`config.mk`:
```
export PLATFORM = sky130hd
export DESIGN_NAME = banco_de_registradores_flat
export DESIGN_NICKNAME = d
export VERILOG_FILES = /design/src/rtl/banco_de_registradores_pkg.sv /design/src/rtl/banco_de_registradores_if.sv /design/src/rtl/banco_de_registradores_stack_pointer_unit.sv /design/src/rtl/banco_de_registradores.sv /design/src/flat_wrapper.sv
export SDC_FILE = /design/constraint.sdc
export NUM_CORES = 2
export LEC_CHECK = 0
export CORE_MARGIN = 3
export CORE_UTILIZATION = 50
export DETAILED_ROUTE_END_ITERATION = 10
export PLACE_DENSITY = 0.68
export REMOVE_ABC_BUFFERS = 1
export SLEW_MARGIN = 20
export SYNTH_ARGS = -nofsm -noshare
export SYNTH_HDL_FRONTEND = slang
export SYNTH_HIERARCHICAL = 1
export SYNTH_SLANG_ARGS = --single-unit
```
`constraint.sdc`:
```
create_clock -name clk -period 42.3 [get_ports clk]
set_input_delay 8.46 -clock clk [delete_from_list [all_inputs] [get_ports clk]]
set_output_delay 8.46 -clock clk [all_outputs]
set_load 0.02 [all_outputs]
```
`src/rtl/banco_de_registradores_pkg.sv`:
```
// Shared constants for the general-purpose register file.
// Control-word bit positions, aliased register indices and reset values.
package banco_de_registradores_pkg;

    localparam int NREG  = 32;
    localparam int WIDTH = 32;

    localparam int SP_IDX = 29;
    localparam int RF_IDX = 31;

    localparam logic [WIDTH-1:0] SP_INIT = 32'h0000_3FFC;

    localparam int ESC_REG1   = 0;
    localparam int ESC_REG2   = 1;
    localparam int PILHA1     = 2;
    localparam int PILHA2     = 3;
    localparam int EMP_DESEMP = 4;
    localparam int CLASS_LSB  = 5;

endpackage

```
`src/rtl/banco_de_registradores_if.sv`:
```
// Bus between the control unit / ALU and the register file.
// master drives addresses, data and control; slave returns the reads.
import banco_de_registradores_pkg::*;

interface banco_de_registradores_if;
    logic [4:0]       RL0;
    logic [4:0]       RL1;
    logic [4:0]       RE0;
    logic [WIDTH-1:0] esc0;
    logic [WIDTH-1:0] esc1;
    logic             comp;
    logic [7:0]       ctrl;
    logic [WIDTH-1:0] D0;
    logic [WIDTH-1:0] D1;
    logic             CM;
    logic [WIDTH-1:0] AS;
    logic [WIDTH-1:0] SP;
    logic [WIDTH-1:0] JR;
    logic [WIDTH-1:0] RF;

    modport master (
        output RL0, RL1, RE0, esc0, esc1, comp, ctrl,
        input  D0, D1, CM, AS, SP, JR, RF
    );

    modport slave (
        input  RL0, RL1, RE0, esc0, esc1, comp, ctrl,
        output D0, D1, CM, AS, SP, JR, RF
    );
endinterface

```
`src/rtl/banco_de_registradores_stack_pointer_unit.sv`:
```
// Data-stack and call-stack pointer arithmetic.
// Produces the next SP value (primary write beats push/pop) and holds AS.
import banco_de_registradores_pkg::*;

module stack_pointer_unit (
    input  logic             clk,
    input  logic             rst,
    input  logic             we0,
    input  logic             pilha1,
    input  logic             pilha2,
    input  logic             emp,
    input  logic [4:0]       re0,
    input  logic [WIDTH-1:0] esc0,
    input  logic [WIDTH-1:0] sp_q,
    output logic             sp_en,
    output logic [WIDTH-1:0] sp_d,
    output logic [WIDTH-1:0] as_q
);

    logic sp_hit;

    assign sp_hit = we0 && (re0 == 5'(SP_IDX));

    // SP update: an explicit register write overrides the stack adjustment
    always_comb begin
        sp_en = sp_hit || pilha2;
        sp_d  = sp_q;
        if (sp_hit)
            sp_d = esc0;
        else if (pilha2)
            sp_d = emp ? sp_q + 32'd4 : sp_q - 32'd4;
    end

    // Call-stack pointer: call increments, return decrements, wraps freely
    always_ff @(posedge clk or posedge rst) begin
        if (rst)
            as_q <= '0;
        else if (pilha1)
            as_q <= emp ? as_q + 32'd1 : as_q - 32'd1;
    end

endmodule

```
`src/rtl/banco_de_registradores.sv`:
```
// 32 x 32-bit register file with three read ports, two write ports,
// compare flag and stack pointers (SP aliased to R29, AS separate).
import banco_de_registradores_pkg::*;

module banco_de_registradores (
    input logic                        clk,
    input logic                        rst,
    banco_de_registradores_if.slave    bus
);

    logic [WIDTH-1:0] regs [NREG];
    logic             we0;
    logic             we1;
    logic             sp_en;
    logic [WIDTH-1:0] sp_d;
    logic [WIDTH-1:0] as_q;
    logic             cm_q;
    logic             unused_class;

    assign we0 = bus.ctrl[ESC_REG1];
    assign we1 = bus.ctrl[ESC_REG2];

    // Instruction class bits are decoded elsewhere
    assign unused_class = ^bus.ctrl[7:CLASS_LSB];

    stack_pointer_unit u_spu (
        .clk    (clk),
        .rst    (rst),
        .we0    (we0),
        .pilha1 (bus.ctrl[PILHA1]),
        .pilha2 (bus.ctrl[PILHA2]),
        .emp    (bus.ctrl[EMP_DESEMP]),
        .re0    (bus.RE0),
        .esc0   (bus.esc0),
        .sp_q   (regs[SP_IDX]),
        .sp_en  (sp_en),
        .sp_d   (sp_d),
        .as_q   (as_q)
    );

    // Register array: secondary write first so a primary write to RF_IDX wins
    always_ff @(posedge clk or posedge rst) begin
        if (rst) begin
            for (int i = 0; i < NREG; i++)
                regs[i] <= (i == SP_IDX) ? SP_INIT : '0;
        end else begin
            if (we1)
                regs[RF_IDX] <= bus.esc1;
            if (we0 && bus.RE0 != 5'd0 && bus.RE0 != 5'(SP_IDX))
                regs[bus.RE0] <= bus.esc0;
            if (sp_en)
                regs[SP_IDX] <= sp_d;
        end
    end

    // Compare flag: holds last cycle's ALU compare for the branch decision
    always_ff @(posedge clk or posedge rst) begin
        if (rst)
            cm_q <= 1'b0;
        else
            cm_q <= bus.comp;
    end

    assign bus.D0 = (bus.RL0 == 5'd0) ? '0 : regs[bus.RL0];
    assign bus.D1 = (bus.RL1 == 5'd0) ? '0 : regs[bus.RL1];
    assign bus.JR = (bus.RE0 == 5'd0) ? '0 : regs[bus.RE0];
    assign bus.RF = regs[RF_IDX];
    assign bus.SP = regs[SP_IDX];
    assign bus.AS = as_q;
    assign bus.CM = cm_q;

endmodule

```
`src/flat_wrapper.sv`:
```
// flat-port wrapper written by rule: the top's interface ports become plain ports
module banco_de_registradores_flat 
  (clk, rst, bus_RL0, bus_RL1, bus_RE0, bus_esc0, bus_esc1, bus_comp, bus_ctrl, bus_D0, bus_D1, bus_CM, bus_AS, bus_SP, bus_JR, bus_RF);
  banco_de_registradores_if bus_i ();
  input logic clk;
  input logic rst;
  input wire logic [$bits(bus_i.RL0)-1:0] bus_RL0;
  input wire logic [$bits(bus_i.RL1)-1:0] bus_RL1;
  input wire logic [$bits(bus_i.RE0)-1:0] bus_RE0;
  input wire logic [$bits(bus_i.esc0)-1:0] bus_esc0;
  input wire logic [$bits(bus_i.esc1)-1:0] bus_esc1;
  input wire logic [$bits(bus_i.comp)-1:0] bus_comp;
  input wire logic [$bits(bus_i.ctrl)-1:0] bus_ctrl;
  output wire logic [$bits(bus_i.D0)-1:0] bus_D0;
  output wire logic [$bits(bus_i.D1)-1:0] bus_D1;
  output wire logic [$bits(bus_i.CM)-1:0] bus_CM;
  output wire logic [$bits(bus_i.AS)-1:0] bus_AS;
  output wire logic [$bits(bus_i.SP)-1:0] bus_SP;
  output wire logic [$bits(bus_i.JR)-1:0] bus_JR;
  output wire logic [$bits(bus_i.RF)-1:0] bus_RF;
  assign bus_i.RL0 = bus_RL0;
  assign bus_i.RL1 = bus_RL1;
  assign bus_i.RE0 = bus_RE0;
  assign bus_i.esc0 = bus_esc0;
  assign bus_i.esc1 = bus_esc1;
  assign bus_i.comp = bus_comp;
  assign bus_i.ctrl = bus_ctrl;
  assign bus_D0 = bus_i.D0;
  assign bus_D1 = bus_i.D1;
  assign bus_CM = bus_i.CM;
  assign bus_AS = bus_i.AS;
  assign bus_SP = bus_i.SP;
  assign bus_JR = bus_i.JR;
  assign bus_RF = bus_i.RF;
  banco_de_registradores u_core (.clk(clk), .rst(rst), .bus(bus_i));
endmodule
```
# ---- Word-level counts from Yosys, hierarchy flattened
# Index checks and enable logic that the tools add are counted.
dict set report totals {
  word_cells 81
  inputBits 90
  out_inout_bits 193
  register_bits 1057
}
dict set report classes {
  n_addsub 4
  eq_ne 3
  n_reduce_logical 11
  bitwise_logic 3
  n_lt_le_gt_ge 4
  muxes 22
}
# op count
set ops {}
lappend ops {{bitwise mux 1024 bit} 1}
lappend ops {{two-way mux 32 bit} 16}
lappend ops {{binary-select mux 32 bit (select 5 bit)} 3}
lappend ops {{demux 32 bit (select 5 bit)} 1}
lappend ops {{two-way mux 96 bit} 1}
lappend ops {{adder 32 x 1 -> 32 bit, second input constant} 1}
lappend ops {{adder 32 x 3 -> 32 bit, second input constant} 1}
lappend ops {{subtractor 32 x 1 -> 32 bit, second input constant} 1}
lappend ops {{subtractor 32 x 3 -> 32 bit, second input constant} 1}
lappend ops {{>= comparator 6 bit, second input constant} 3}
lappend ops {{inverter 5 -> 6 bit} 3}
lappend ops {{logical NOT 5 bit} 3}
lappend ops {{less-than comparator 6 x 1 -> 1 bit, second input constant} 1}
lappend ops {{== test 5 bit, second input constant} 1}
lappend ops {{!= test 5 bit, second input constant} 1}
lappend ops {{nonzero test 5 bit} 1}
lappend ops {{logical AND 1 bit} 4}
lappend ops {{!= test 3 bit, second input constant} 1}
lappend ops {{AND reduction 2 bit} 1}
lappend ops {{nonzero test 2 bit} 1}
lappend ops {{logical OR 1 bit} 1}

# ---- Longest topological paths before layout
dict set report logic_depth {
  ltp_word 8
  ltp_mapped 14
  mapped_depth_nobuf 13
}

# ---- Cells and area by module
# Netlist, hierarchy kept.
# module instances seq_area_each_um2 cells_each area_per_inst_um2
set modules_own_cells {}
lappend modules_own_cells {banco_de_registradores 1 25664.6 4235 62811.5}
lappend modules_own_cells {stack_pointer_unit 1 800.8 587 4760.8}

# ---- Worst setup path after synthesis
# No wires, ideal clock.
dict set report synth_timing {
  path_kind {input port to output port}
  from {input port bus_RL0[2]}
  to {output port bus_D0[10]}
  path_slack_ns 23.748
  path_buffers 4
  required_time_ns 33.840
  stages 6
  arrival_ns 10.092
  cell_sequence {buf_4 > buf_2 > buf_2 > clkbuf_1 > a211oi_1 > a311oi_1}
}
dict set report synth_between {
  elab_chain_cells 5
  elab_cells_between_ends 6
  classes_between {mux (4); bitwise (1); reduce/logical (1)}
}
# element line
set synth_lines {}
lappend synth_lines {{start, declared} flat_wrapper.sv:7} ;# input wire logic [$bits(bus_i.RL0)-1:0] bus_RL0;
lappend synth_lines {{inverter 5 -> 6 bit (implied by the code)} banco_de_registradores.sv:64} ;# assign bus.D0 = (bus.RL0 == 5'd0) ? '0 : regs[bus.RL0];
lappend synth_lines {{binary-select mux 32 bit (select 5 bit)} banco_de_registradores.sv:64}
lappend synth_lines {{two-way mux 32 bit (implied by the code) (2 in a row)} banco_de_registradores.sv:64}
lappend synth_lines {{two-way mux 32 bit *} banco_de_registradores.sv:64}
lappend synth_lines {{end, declared} flat_wrapper.sv:14} ;# output wire logic [$bits(bus_i.D0)-1:0] bus_D0;
# Every way passes the cells marked *; elsewhere a longest branch is shown, timed or not. The select of a mux whose other input is x is not followed.

# ---- Worst setup path after layout
dict set report layout_timing {
  from {input port bus_RL0[2]}
  to {output port bus_D0[7]}
}
# The elaborated chain is that of the path after synthesis.

==> implementation parameters <==
Parameter                              Value

Critical path
  Internal reg-to-reg setup slack ... 38.47 ns
  Endpoint of the lowest-slack register-to-register path ... u_core/bus.SP[31]
  Worst Setup Path Type ... input pin to primary output
  Max Fanout on Critical Path ... 66
  Sum of buffers and inverters on the critical path ... 4
  Number of cells on the worst reg-to-reg path ... 12
  Worst setup SP type ... input pin
  Largest delay share family, worst path ... buffers and inverters
  Critical path arrival ... 13.22 ns
  Maximum cell stage delay along the critical path ... 0.94 ns
  Worst EP required ... 33.84 ns
  Kind of end point of the critical path ... primary output
  Critical-path top delay cell ... a311oi_1
  R2R Path Start ... u_core/bus.SP[4]
  Cell repeated most along the worst path ... buf_4
  Crit path cell chain ... buf_8, buf_4, buf_4, mux2i_1, a221oi_1, o21ai_0, a311oi_1, clkdlybuf4s50_1

Finish
  Top library cells by usage in the layout, fill and taps aside ... 1045 x dfrtp_1, 947 x mux2_2, 704 x mux4_2
  Fraction of layout cells with a size suffix above 1 ... 43.1%
  Final design area excluding fillers ... 74800 sq um
  Area used by multi-input combinational logic ... 38100 sq um
  Count of filler cells inserted in the layout ... 10800
  Register cell area after layout ... 26500 sq um
  Post-layout nets ... 4883
  Syn-to-layout area delta ... 10.8%
  Most frequent standard cell in the layout excluding fill and tap cells ... dfrtp_1

Power
  Worst-case vdd ir drop ... 40.8 uV
  Overall power consumption ... 3.83 mW
  Pleak ... 30.8 nW
  PwrDens ... 51.2 nW/um^2

Route
  Antenna-violating nets left ... 0
  Vias per Instance ... 7.46
  First-iteration detailed-routing DRC count ... 6505
  DR vias ... 49300
  DRC violations left ... 0
  Detail-routed net length per standard cell ... 36.7 um
  Total routed wirelength ... 243 mm
  Total iterations of the first detailed-routing run ... 6

Timing
  Final critical-path share of the clock period ... 51.2%
  Min Clock Period, post-route ... 21.68 ns
  Fin Clk Skew ... 0.0322 ns
  Slew @ Worst Pin ... 1.28 ns
  Number of setup violations in the final report ... 0
  Number of hold violations in the final report ... 0
  Total count of max-transition violations in the final report ... 0
  Highest clock frequency the design can meet ... 46.1 MHz
  Worst slew margin relative to its limit ... 14.7%
  Setup repair after global routing missed its margin ... false
  Post-route setup TNS ... 0 ns

Worst hold path
  Min-Delay Path Depth ... 0
  Endpoint with the worst hold slack ... u_core/regs[1015]
  Tightest Hold Check Type ... flip-flop to flip-flop
  Worst Hold Launch ... u_core/regs[1015]

Run
  Max_cap viols ... 0

Synth
  Register bit count reported by yosys ... 1057
  Fraction of the yosys area taken by sequential cells ... 39.2%
  Number of unique standard cell types used by synthesis ... 72
  Async S/R FF share, synth ... 100%
  Netlist area before placement ... 67600 sq um
  Simple-Gate Fraction of Synth Area ... 2.31%
  Number of flops mapped to enable cells by yosys ... 0
  Share of the synthesized netlist area taken by xor and xnor gates ... 0.726%
  Main area contributors after synthesis ... dfrtp_1 39%, mux4_2 23%, mux2_2 16%
  Area fraction of the dominant cell type after synthesis ... 38.7%
  Adder-cell share of the synthesized area ... 1.13%
  Main synth FF type ... dfrtp_1
  Synthesized area per cell ... 14.0 sq um
  Proportion of synthesized area in mux cells ... 44.1%
  Main combinational cell family by area after synthesis ... multiplexers
  Count of mapped cells out of synthesis ... 4822
  Count of warnings emitted by yosys ... 6
  Synth area leader ... dfrtp_1
  Compound-gate portion of the synthesized area ... 7.70%

Die
  Rows ... 134
  Total Die Area ... 140000 sq um
  Vertical die dimension ... 374 um
  Number of top-level pins ... 283
  Core Area ... 134000 sq um
  Starting Density ... 50.5%
  Die W ... 374 um

Placed design
  Half-perimeter wire length of the detailed placement result ... 141 mm
  Number of buffer cells added on primary ports ... 279
  Area post-placement ... 70700 sq um
  RePlAce Congestion ... 0.945

Global route
  Antenna violations before repair ... 14
  Total grt overflow ... 0
  First-pass GRT wire length ... 351 mm
  Number of global-route vias before repair ... 48400
  Largest net degree at the start of global routing ... 183
  Global Route Usage Sum ... 34.4%

CTS
  Number of hold buffers added after cts ... 0
  Setup fix buffers added after clock tree synthesis ... 0
  Worst-Skew Late Latency ... 0.79 ns
  CTS tree ... yes
  Count of cells resized by post-cts repair ... 0
  Post-CTS clock slew at the launch and capture registers of the worst setup and hold paths ... 0.05 ns
  H-Tree Level Count ... 3
  Clock tree sinks ... 1057
  Buffer type at the clock tree root ... clkbuf_16
  Number of buffers on the longest clock path ... 3
  Number of buffers created by CTS ... 118

Run status
  Status ... finished clean
## state kept, by name, summed over array words and instances (netlist names)
| name | flops |
|---|---|
| u_core/bus.RF | 32 |
| u_core/bus.SP | 32 |
| u_core/bus.CM | 1 |
| u_core/regs | 960 |
| u_core/u_spu/as_q | 32 |
## kinds of logic after synthesis
kind of cell	after synthesis
DFF	1057
and+or+nand+nor	313
AOI/OAI and AO/OA	733
muxes	1970
xor gates and xnor gates	56
buffers and inverters	633
adders and majority gates	60
## layout make-up
| type | instances | area share [%] |
|---|---|---|
| tap | 1768 | 2.96 |
| sequential | 1057 | 35.4 |
| multi-input combinational | 3132 | 50.9 |
| timing repair buffer | 403 | 5.06 |
| antenna | 8 | 0.0267 |
| clock buffer | 165 | 4.54 |
| clock inverter | 57 | 1.02 |
| inverter | 21 | 0.122 |
## per-layer routing
metal	GRT usage, %	wire, um	vias to the layer above
met5	0	98	-
met4	18.6	15500	14
met3	11.2	30800	845
met2	50.7	107000	3525
met1	45.4	89300	26000
li1	-	-	19000
## cell usage after synthesis (24+ instances only)
master / number
mux2_1: 70
a311oi_1: 33
xnor2_1: 37
mux4_2: 704
buf_2: 189
ha_1: 58
a221oi_1: 77
a21o_1: 34
nand2_1: 100
o21ai_0: 115
a22oi_1: 128
a211oi_1: 40
clkbuf_1: 253
nor2b_1: 42
buf_4: 131
buf_6: 24
a221o_1: 32
nor2_1: 80
a22o_1: 32
a21oi_1: 83
mux2_2: 947
a31oi_1: 80
dfrtp_1: 1045
mux2i_1: 249
## worst max-delay path by stage
stage	startpoint	to	slack, ns	cells after the start
after detailed placement	bus_RL0[0]	bus_D0[29]	20.86	9
final	bus_RL0[2]	bus_D0[7]	20.62	8
after global placement	bus_RL0[0]	bus_D0[7]	20.85	9
after global routing	bus_RL0[2]	bus_D0[7]	20.50	8
after floorplan	rst	u_core/bus.CM	5.02	1
after CTS	bus_RL0[0]	bus_D0[29]	20.85	9
## stage by stage
step / utilization (%) / setup WS (ns) / hold WS, ns / cells
global placement: 52.8 / 20.85 / 0.393 / 6380
global route: 55.9 / 20.50 / 0.424 / 6605
finish: 55.9 / 20.62 / 0.409 / 6611
detailed placement: 52.8 / 20.86 / 0.402 / 6380
CTS: 55.9 / 20.85 / 0.415 / 6602
floorplan: - / 5.02 / 0.381 / 4210
## where the power goes
group	leakage, nW	internal, mW	total [mW]	switching, mW
logic	15.3	0.675	1.24	0.566
registers	13.4	1.23	1.48	0.256
clock network	2.06	0.658	1.11	0.452
Power figures use the tool's default switching activity.
